## src/rtl/mem_arb2.sv

```systemverilog
// Two-client arbiter in front of a single-outstanding delayed memory; one pending slot per client.
// Arbitration is fixed priority (port 0 wins) unless MEM_ARB_RR_EN is defined, which selects round-robin.
module mem_arb2 #(
  parameter int ADDR_W = 32,
  parameter int DATA_W = 32
) (
  input  logic              clk,
  input  logic              rst,
  input  logic              i_c0_rd_req,
  input  logic              i_c0_wr_req,
  input  logic [ADDR_W-1:0] i_c0_addr,
  input  logic [DATA_W-1:0] i_c0_wr_data,
  output logic              o_c0_busy,
  output logic              o_c0_ack,
  output logic [DATA_W-1:0] o_c0_rd_data,
  input  logic              i_c1_rd_req,
  input  logic              i_c1_wr_req,
  input  logic [ADDR_W-1:0] i_c1_addr,
  input  logic [DATA_W-1:0] i_c1_wr_data,
  output logic              o_c1_busy,
  output logic              o_c1_ack,
  output logic [DATA_W-1:0] o_c1_rd_data,
  output logic              o_mem_rd_req,
  output logic              o_mem_wr_req,
  output logic [ADDR_W-1:0] o_mem_addr,
  output logic [DATA_W-1:0] o_mem_wr_data,
  input  logic              i_mem_busy,
  input  logic              i_mem_ack,
  input  logic [DATA_W-1:0] i_mem_rd_data,
  output logic              o_gnt
);

  typedef enum logic {S_IDLE = 1'b0, S_WAIT = 1'b1} state_t;

  state_t            r_state;
  logic              r_gnt;
  logic [1:0]        r_pend;
  logic [1:0]        r_pend_wr;
  logic [ADDR_W-1:0] r_pend_addr [2];
  logic [DATA_W-1:0] r_pend_data [2];
  logic [1:0]        r_ack;
  logic [DATA_W-1:0] r_rd_data [2];
  logic              r_mem_rd_req;
  logic              r_mem_wr_req;
  logic [ADDR_W-1:0] r_mem_addr;
  logic [DATA_W-1:0] r_mem_wr_data;

  logic [1:0]        w_rd_req;
  logic [1:0]        w_wr_req;
  logic [ADDR_W-1:0] w_addr [2];
  logic [DATA_W-1:0] w_wr_data [2];
  logic              w_done;
  logic [1:0]        w_cpl;
  logic [1:0]        w_accept;
  logic              w_start;
  logic              w_win;

  assign w_rd_req     = {i_c1_rd_req, i_c0_rd_req};
  assign w_wr_req     = {i_c1_wr_req, i_c0_wr_req};
  assign w_addr[0]    = i_c0_addr;
  assign w_addr[1]    = i_c1_addr;
  assign w_wr_data[0] = i_c0_wr_data;
  assign w_wr_data[1] = i_c1_wr_data;

  assign w_done   = (r_state == S_WAIT) && i_mem_ack;
  assign w_cpl    = {w_done & r_gnt, w_done & ~r_gnt};
  // A slot completing this edge may be refilled on the same edge.
  assign w_accept = (w_rd_req | w_wr_req) & (~r_pend | w_cpl);
  assign w_start  = (r_state == S_IDLE) && (|r_pend) && !i_mem_busy;

`ifdef MEM_ARB_RR_EN
  logic r_ptr;

  assign w_win = (&r_pend) ? r_ptr : r_pend[1];

  always_ff @(posedge clk or posedge rst) begin
    if (rst) begin
      r_ptr <= 1'b0;
    end else if (w_start) begin
      r_ptr <= ~w_win;
    end
  end
`else
  assign w_win = ~r_pend[0];
`endif

  always_ff @(posedge clk or posedge rst) begin
    if (rst) begin
      r_pend    <= '0;
      r_pend_wr <= '0;
      for (int n = 0; n < 2; n++) begin
        r_pend_addr[n] <= '0;
        r_pend_data[n] <= '0;
      end
    end else begin
      for (int n = 0; n < 2; n++) begin
        if (w_accept[n]) begin
          r_pend[n]      <= 1'b1;
          r_pend_wr[n]   <= w_wr_req[n];
          r_pend_addr[n] <= w_addr[n];
          r_pend_data[n] <= w_wr_data[n];
        end else if (w_cpl[n]) begin
          r_pend[n] <= 1'b0;
        end
      end
    end
  end

  always_ff @(posedge clk or posedge rst) begin
    if (rst) begin
      r_state       <= S_IDLE;
      r_gnt         <= 1'b0;
      r_ack         <= '0;
      r_rd_data[0]  <= '0;
      r_rd_data[1]  <= '0;
      r_mem_rd_req  <= 1'b0;
      r_mem_wr_req  <= 1'b0;
      r_mem_addr    <= '0;
      r_mem_wr_data <= '0;
    end else begin
      r_mem_rd_req <= 1'b0;
      r_mem_wr_req <= 1'b0;
      r_ack        <= '0;
      r_rd_data[0] <= '0;
      r_rd_data[1] <= '0;
      case (r_state)
        S_IDLE: begin
          if (w_start) begin
            r_state       <= S_WAIT;
            r_gnt         <= w_win;
            r_mem_rd_req  <= ~r_pend_wr[w_win];
            r_mem_wr_req  <= r_pend_wr[w_win];
            r_mem_addr    <= r_pend_addr[w_win];
            r_mem_wr_data <= r_pend_data[w_win];
          end
        end
        S_WAIT: begin
          if (i_mem_ack) begin
            r_state          <= S_IDLE;
            r_ack[r_gnt]     <= 1'b1;
            r_rd_data[r_gnt] <= r_pend_wr[r_gnt] ? '0 : i_mem_rd_data;
          end
        end
        default: r_state <= S_IDLE;
      endcase
    end
  end

  assign o_c0_busy     = r_pend[0];
  assign o_c1_busy     = r_pend[1];
  assign o_c0_ack      = r_ack[0];
  assign o_c1_ack      = r_ack[1];
  assign o_c0_rd_data  = r_rd_data[0];
  assign o_c1_rd_data  = r_rd_data[1];
  assign o_mem_rd_req  = r_mem_rd_req;
  assign o_mem_wr_req  = r_mem_wr_req;
  assign o_mem_addr    = r_mem_addr;
  assign o_mem_wr_data = r_mem_wr_data;
  assign o_gnt         = r_gnt;

endmodule
```

## config.mk

```make
export PLATFORM = sky130hd
export DESIGN_NAME = mem_arb2
export DESIGN_NICKNAME = d
export VERILOG_FILES = /design/src/rtl/mem_arb2.sv
export SDC_FILE = /design/constraint.sdc
export NUM_CORES = 1
export LEC_CHECK = 0
export ABC_AREA = 0
export CAP_MARGIN = 15
export CORE_UTILIZATION = 51
export DETAILED_ROUTE_END_ITERATION = 6
export PLACE_DENSITY = 0.93
export SLEW_MARGIN = 10
export SYNTH_ARGS = -nofsm -noshare
export SYNTH_HDL_FRONTEND = slang
export SYNTH_SLANG_ARGS = --single-unit
```

## constraint.sdc

```tcl
create_clock -name clk -period 26.4 [get_ports clk]
set_clock_uncertainty 0.05 [all_clocks]
set_input_delay 5.28 -clock clk [delete_from_list [all_inputs] [get_ports clk]]
set_output_delay 5.28 -clock clk [all_outputs]
set_load 0.005 [all_outputs]
```

Word-level counts from Yosys, hierarchy flattened
Cells that the tools add are included.

Flip-flop bits (word level): 266. Bits of input ports: 168. Output and inout port bits: 135. Word-level logic and storage cells: 76.

Bitwise operators: 13. $lt $le $gt $ge: 6. Reductions and logical operators: 10. Multiplexer cells: 30.

Operators with widths (number): two-way mux 32 bit (8); two-way mux 64 bit (2); AND 64 bit (1); demux 32 bit (select 1 bit) (1); two-way mux 1 bit (15); logical AND 1 bit (5); >= comparator 2 bit, second input constant (2); < comparator 1 x 2 -> 1 bit, second input constant (2); two-way mux 2 bit (2); inverter 1 bit (4); inverter 1 -> 2 bit (2); bitwise OR 2 bit (2); nonzero test 2 bit (2); AND 1 bit (2); AND 2 bit (1); < comparator 2 x 1 -> 1 bit, second input constant (1); inverter 2 bit (1); case mux 1 bit (2 select lines) (1); AND reduction 2 bit (1); OR reduction 2 bit (1); demux 1 bit (select 1 bit) (1); >= comparator 1 bit, second input constant (1); zero test 1 bit (1).

Depth between registers and ports, before layout
Gate-level depths: netlist of run 1.

Depth in word-level cells: 8. Gate-level depth with buffers: 6. Depth with buffers taken out: 4.

Worst setup path before layout of run 1
No wires, ideal clock.

Path kind: input -> register. Start: in i_mem_ack. End: reg r_pend_data[36] in the netlist's numbering. Setup slack: 19.898 ns. Cell stages on the path: 4. Required time: 26.225 ns. Library setup time: 0.125 ns. Data arrival time: 6.327 ns. Buffers on the path: 1. Cells stage by stage: nand3b_1 a21oi_4 buf_4 mux2_2.

Cells in the longest elaborated chain, start to end: 4.

RTL lines: from (decl) (RTL line 28) `input logic i_mem_ack,`; logical AND 1 bit (RTL line 65) `assign w_done = (r_state == S_WAIT) && i_mem_ack;`; AND 1 bit (RTL line 66) `assign w_cpl = {w_done & r_gnt, w_done & ~r_gnt};`; bitwise OR 2 bit (RTL line 68) `assign w_accept = (w_rd_req | w_wr_req) & (~r_pend | w_cpl);`; AND 2 bit (RTL line 68); to (signal, indexed assignment) (RTL line 101) `r_pend_data[n] <= w_wr_data[n];`; to (decl) (RTL line 40) `logic [DATA_W-1:0] r_pend_data [2];`.

No other way between the ends. A chain may end at the register's enable or synchronous reset.

Worst setup path after layout of run 1
Start: in i_mem_busy. End: reg r_mem_addr[0] (netlist: o_mem_addr[0]).

Cells in the longest elaborated chain, start to end: 3.

RTL lines: from (decl) (RTL line 27) `input logic i_mem_busy,`; zero test 1 bit (RTL line 69) `assign w_start = (r_state == S_IDLE) && (|r_pend) && !i_mem_busy;`; logical AND 1 bit (RTL line 69); AND reduction 2 bit (no source line); to (signal assigned) (RTL line 133) `r_mem_addr <= r_pend_addr[w_win];`; to (decl) (RTL line 45) `logic [ADDR_W-1:0] r_mem_addr;`.

No other way between the ends.

==> run metrics, run 1 <==
Final setup violation count 0; vias in the first global route 7157; end of the worst register-to-register path o_mem_addr[0]$_DFFE_PP0P_; layout cell share with drive strength beyond 1 31.1%; drt drc 0; RSZ-0062 raised after global routing no; Synth top area share 64.3%; worst-path maximum fanout 41; clock transition at the registers of the reported paths 60 ps; vias post-DR 6407; syn avg cell area 15.9 um2; WL per Instance 20.3 um; Tmin final 7470 ps; CTS resizes 0; synthesized area 0.0104 mm2; DRT antenna net count 0; DP Cell Count 1192; final hold viol count 0; PD cells 100 mW/mm2; Max Cap Violations 0; Mapped Cells 650; Detailed Route WL 25.1 mm; most frequent cell after synthesis dfrtp_1; Worst Max-Slew Pin Slew 1000 ps; number of synthesized flops with an enable pin 0; CP arrival 7820 ps; Final TNS setup 0 ps; Root Driver clkbuf_16; first-pass GRT wire length 38.6 mm; WS Path Type primary input to flip-flop; reg2reg setup slack 23640 ps; Highest Clock Rate 134 MHz; IO buf count 302; Hold Crit Class flip-flop to flip-flop; Rel. slew slack 33.0%; Core ar. 0.0197 mm2; I/O pin count 303; CP Launch Type primary input; WHS Path Cells 1; Area contributors post-synth dfrtp_1, mux2_2, and2_1, mux2_1, buf_6; antenna violations before repair 1; Post-Layout Cell Count 1240; CTS buffer count 27; sequential share of the synthesized area 64.3%; Distinct cells, synth 21; Initial Util 52.7%; chip width 145 um; largest net degree at the start of global routing 142; VDD IR-drop max 0.0000706 V; Slew Limit Fails 0; Worst Reg2Reg Path Length in Cells 4; via/cell ratio 5.17; htree depth 1; WHS Endpoint r_pend_data[48]$_DFFE_PP0P_; CP endpoint kind flip-flop; Hold Startpoint r_pend_data[48]$_DFFE_PP0P_; CP required 26750 ps; main flop type after synthesis dfrtp_1; Seq cells post-synth 266; Post-synth top cells dfrtp_1, mux2_2, and2_1; area leader, netlist dfrtp_1; TritonRoute pass-1 iters 4; Static Leak 6.23 nW; CTS Buffer Depth 3; CTS tree yes; GRT Total Usage 24.4%; Post-synth ARST share 100%; area post-placement 0.0136 mm2; fill count 1233; final net count 1124; hpwl dp 16.8 mm; synth warn 0; remaining global-route overflow 0; die area 0.0209 mm2; CTS hold repair buffers 0; Tcrit/Tclk final 28.3%; Final Cell Area 0.0145 mm2; # rows 51; Die Span Y 145 um; Post-CTS Setup Repair Bufs 0; final core utilization 73.9%; RR Startpoint r_pend[0]$_DFFE_PP0P_; Starting DRT DRC Count 191; Area growth syn-to-layout 40.2%; status completed; hold slack final 434 ps; Worst-Skew Late Latency 520 ps; CTS Sinks 266; Post-Syn Nets 818; routability cong. 0.772; n_diodes 0
metrics by stage:
| step | setup WS (ps) | power (mW) |
|---|---|---|
| 6_report | 18930 | 1.46 |
| 5_1_grt | 18740 | 1.53 |
| 4_1_cts | 18940 | 1.47 |
| 3_5_place_dp | 18410 | 1.05 |
| 3_3_place_gp | 18480 | 1.02 |
| 2_1_floorplan | 13740 | 0.844 |
where the power goes:
part           internal [mW]  switching (mW)
combinational          0.273           0.122
sequential             0.564          0.0858
clock                  0.257           0.155
final cells by class:
cell class	instances	area [um2]	share of cell area, %
Inverter	6	30.0	0.207
Clock buffer	34	742	5.11
Sequential cell	266	6660	45.9
Tap cell	265	332	2.28
Clock inverter	14	228	1.57
Multi-Input combinational cell	345	3450	23.7
Timing Repair Buffer	310	3080	21.2
cells in the final DEF, fill, tap and decap left out, types with 2 or more instances in the layout:
master           count
clkbuf_1             3
nand2_1              4
a21oi_4              2
o21ai_0              4
inv_1                5
clkbuf_16           27
buf_4                8
clkinv_2             6
and2_1              65
mux2_1              11
a21oi_1              2
a22o_1               2
clkdlybuf4s50_1    302
dfrtp_1            265
nor2_1               6
clkbuf_8             4
bufinv_16            6
mux2_2             245
registers in the layout, summed over array words and instances, names as in the netlist:
register       count
o_c0_rd_data      32
o_c1_rd_data      32
o_gnt              1
o_mem_addr        32
o_mem_rd_req       1
o_mem_wr_data     32
o_mem_wr_req       1
r_ack              2
r_pend             2
r_pend_addr       64
r_pend_data       64
r_pend_wr          2
r_state            1
metal layers:
metal | up-vias | wire, um | track usage, %
li1 | 2869 | - | -
met1 | 3256 | 9670 | 28.3
met2 | 228 | 12900 | 43.8
met3 | 54 | 1860 | 6.75
met4 | 0 | 726 | 7.59
met5 | - | 0 | 0
worst max-delay path by stage:
stage	from	to	slack [ps]	cells after the start
floorplan	rst	o_c0_rd_data[0]$_DFF_PP0_	13740	1
global placement	i_mem_busy	o_mem_wr_data[25]$_DFFE_PP0P_	18480	5
detailed placement	i_mem_busy	o_mem_wr_data[14]$_DFFE_PP0P_	18410	5
CTS	i_mem_busy	o_mem_addr[0]$_DFFE_PP0P_	18940	5
global route	i_mem_busy	o_mem_addr[31]$_DFFE_PP0P_	18740	5
finish	i_mem_busy	o_mem_addr[0]$_DFFE_PP0P_	18930	5
cell families (layout without fill, tap and decap cells):
logic type / after synthesis / after routing / synth area share (%)
compound gates: 11 / 11 / 0.846
buf+inv: 39 / 364 / 2.56
flops: 266 / 266 / 64.3
mux: 257 / 257 / 27.9
simple gates: 77 / 77 / 4.41
critical path, cell delays in order:
cell	delay, ps
clkdlybuf4s50_1	410
nor2_1	240
a21boi_4	820
buf_4	630
mux2_2	410
Power figures use the tool's default switching activity.
==> run 2, diff against run 1 <==
- CORE_UTILIZATION: 51 -> 47
- PLACE_DENSITY: 0.93 -> 0.87
- clock period: 26.4 -> 7.7 ns (I/O delays scaled with it)
==> run metrics, run 2 (synthesized netlist as in run 1, its figures left out) <==
status completed; final net count 1125; worst-path maximum fanout 40; Max stage delay on crit path 840 ps; htree depth 1; WL per Instance 19.3 um; vias in the first global route 6872; Area growth syn-to-layout 40.5%; CTS Buffer Depth 3; largest net degree at the start of global routing 146; GRT Total Usage 21.3%; clock transition at the registers of the reported paths 60 ps; remaining global-route overflow 0; routability cong. 0.755; DRT antenna net count 0; n_diodes 0; crit-path cells clkdlybuf4s50_1 -> nand3b_1 -> a21oi_4 -> buf_4 -> mux2_2; Worst Max-Slew Pin Slew 1060 ps; CP Launch Type primary input; final core utilization 68.4%; Slew Limit Fails 0; Core ar. 0.0213 mm2; chip width 150 um; PD cells 340 mW/mm2; RSZ-0062 raised after global routing no; CP arrival 4180 ps; Critical path buffers and inverters 2; Final Cell Area 0.0146 mm2; CP endpoint kind flip-flop; fill count 1437; Highest Clock Rate 261 MHz; Post-Layout Cell Count 1253; # rows 53; Worst-Skew Late Latency 530 ps; Final setup violation count 0; hold slack final 438 ps; CP required 8050 ps; Final TNS setup 0 ps; Detailed Route WL 24.2 mm; Largest delay share family, worst path buffers and inverters; IO buf count 302; area post-placement 0.0136 mm2; WS Path Type primary input to flip-flop; TritonRoute pass-1 iters 4; Root Driver clkbuf_16; pre-CTS setup slack 3280 ps; Initial Util 48.7%; final hold viol count 0; hpwl dp 16.4 mm; DP Cell Count 1203; Die Span Y 150 um; vias post-DR 6332; CTS resizes 0; CTS hold repair buffers 0; CTS buffer count 27; layout cell share with drive strength beyond 1 31.4%; Top Registers r_pend_addr: 64 flops, r_pend_data: 64 flops; Rel. slew slack 29.4%; commonest non-fill, non-tap cell in the layout clkdlybuf4s50_1; first-pass GRT wire length 37.0 mm; VDD IR-drop max 0.000220 V; Max Cap Violations 0; CTS Sinks 266; PnR worst setup slack 3870 ps; Static Leak 6.24 nW; antenna violations before repair 1; most frequent cells in the layout clkdlybuf4s50_1, dfrtp_1, mux2_2; CTS tree yes; via/cell ratio 5.05; Hold Crit Class flip-flop to flip-flop; Post-CTS Setup Repair Bufs 0; critical path's slowest cell a21oi_4; drt drc 0; I/O pin count 303; overall power 4.95 mW; Starting DRT DRC Count 131; die area 0.0226 mm2; Tcrit/Tclk final 49.8%; Tmin final 3830 ps
run 2: area by class of cell:
cell class | instances | area, um2 | area share (%)
clock inverters | 12 | 166 | 1.14
clock buffers | 38 | 807 | 5.54
multi-input cells | 345 | 3450 | 23.7
repair buffers | 311 | 3100 | 21.3
inverters | 6 | 26.3 | 0.181
well taps | 275 | 344 | 2.36
flip-flops and latches | 266 | 6660 | 45.8
run 2: final timing paths:
check | start | endpoint | slack [ps] | depth (start not counted)
worst max-delay path | i_mem_ack | r_pend_data[52]$_DFFE_PP0P_ | 3870 | 5
worst min-delay path | r_pend_data[46]$_DFFE_PP0P_ | r_pend_data[46]$_DFFE_PP0P_ | 440 | 1
worst max register to register | r_pend[0]$_DFFE_PP0P_ | o_mem_wr_data[24]$_DFFE_PP0P_ | 4160 | 5
worst min register to register | r_pend_data[46]$_DFFE_PP0P_ | r_pend_data[46]$_DFFE_PP0P_ | 440 | 1
max in group asynchronous | rst | r_pend[0]$_DFFE_PP0P_ | 5210 | 3
min in group asynchronous | rst | o_c0_rd_data[28]$_DFF_PP0_ | 1230 | 2
run 2: worst reg2reg max path: stages, from the launching register on:
cell and delay [ps]:
dfrtp_4 690, buf_4 610, inv_1 200, a21boi_4 740, buf_4 680, mux2_2 440
run 2: power breakdown:
part / internal (mW) / total [mW] / leakage, nW / switching, mW
Sequential: 1.93 / 2.21 / 3.26 / 0.276
Combinational: 0.934 / 1.34 / 2.49 / 0.409
Clock: 0.862 / 1.39 / 0.484 / 0.531
Total: 3.73 / 4.95 / 6.24 / 1.22
run 2: routing by layer:
metal / global-route usage [%] / vias to the layer above / part of all wire (%)
li1: - / 2876 / -
met1: 26.6 / 3196 / 40
met2: 36.3 / 215 / 50
met3: 5.79 / 43 / 7.4
met4: 6.16 / 2 / 2.8
met5: 0 / - / 0.054
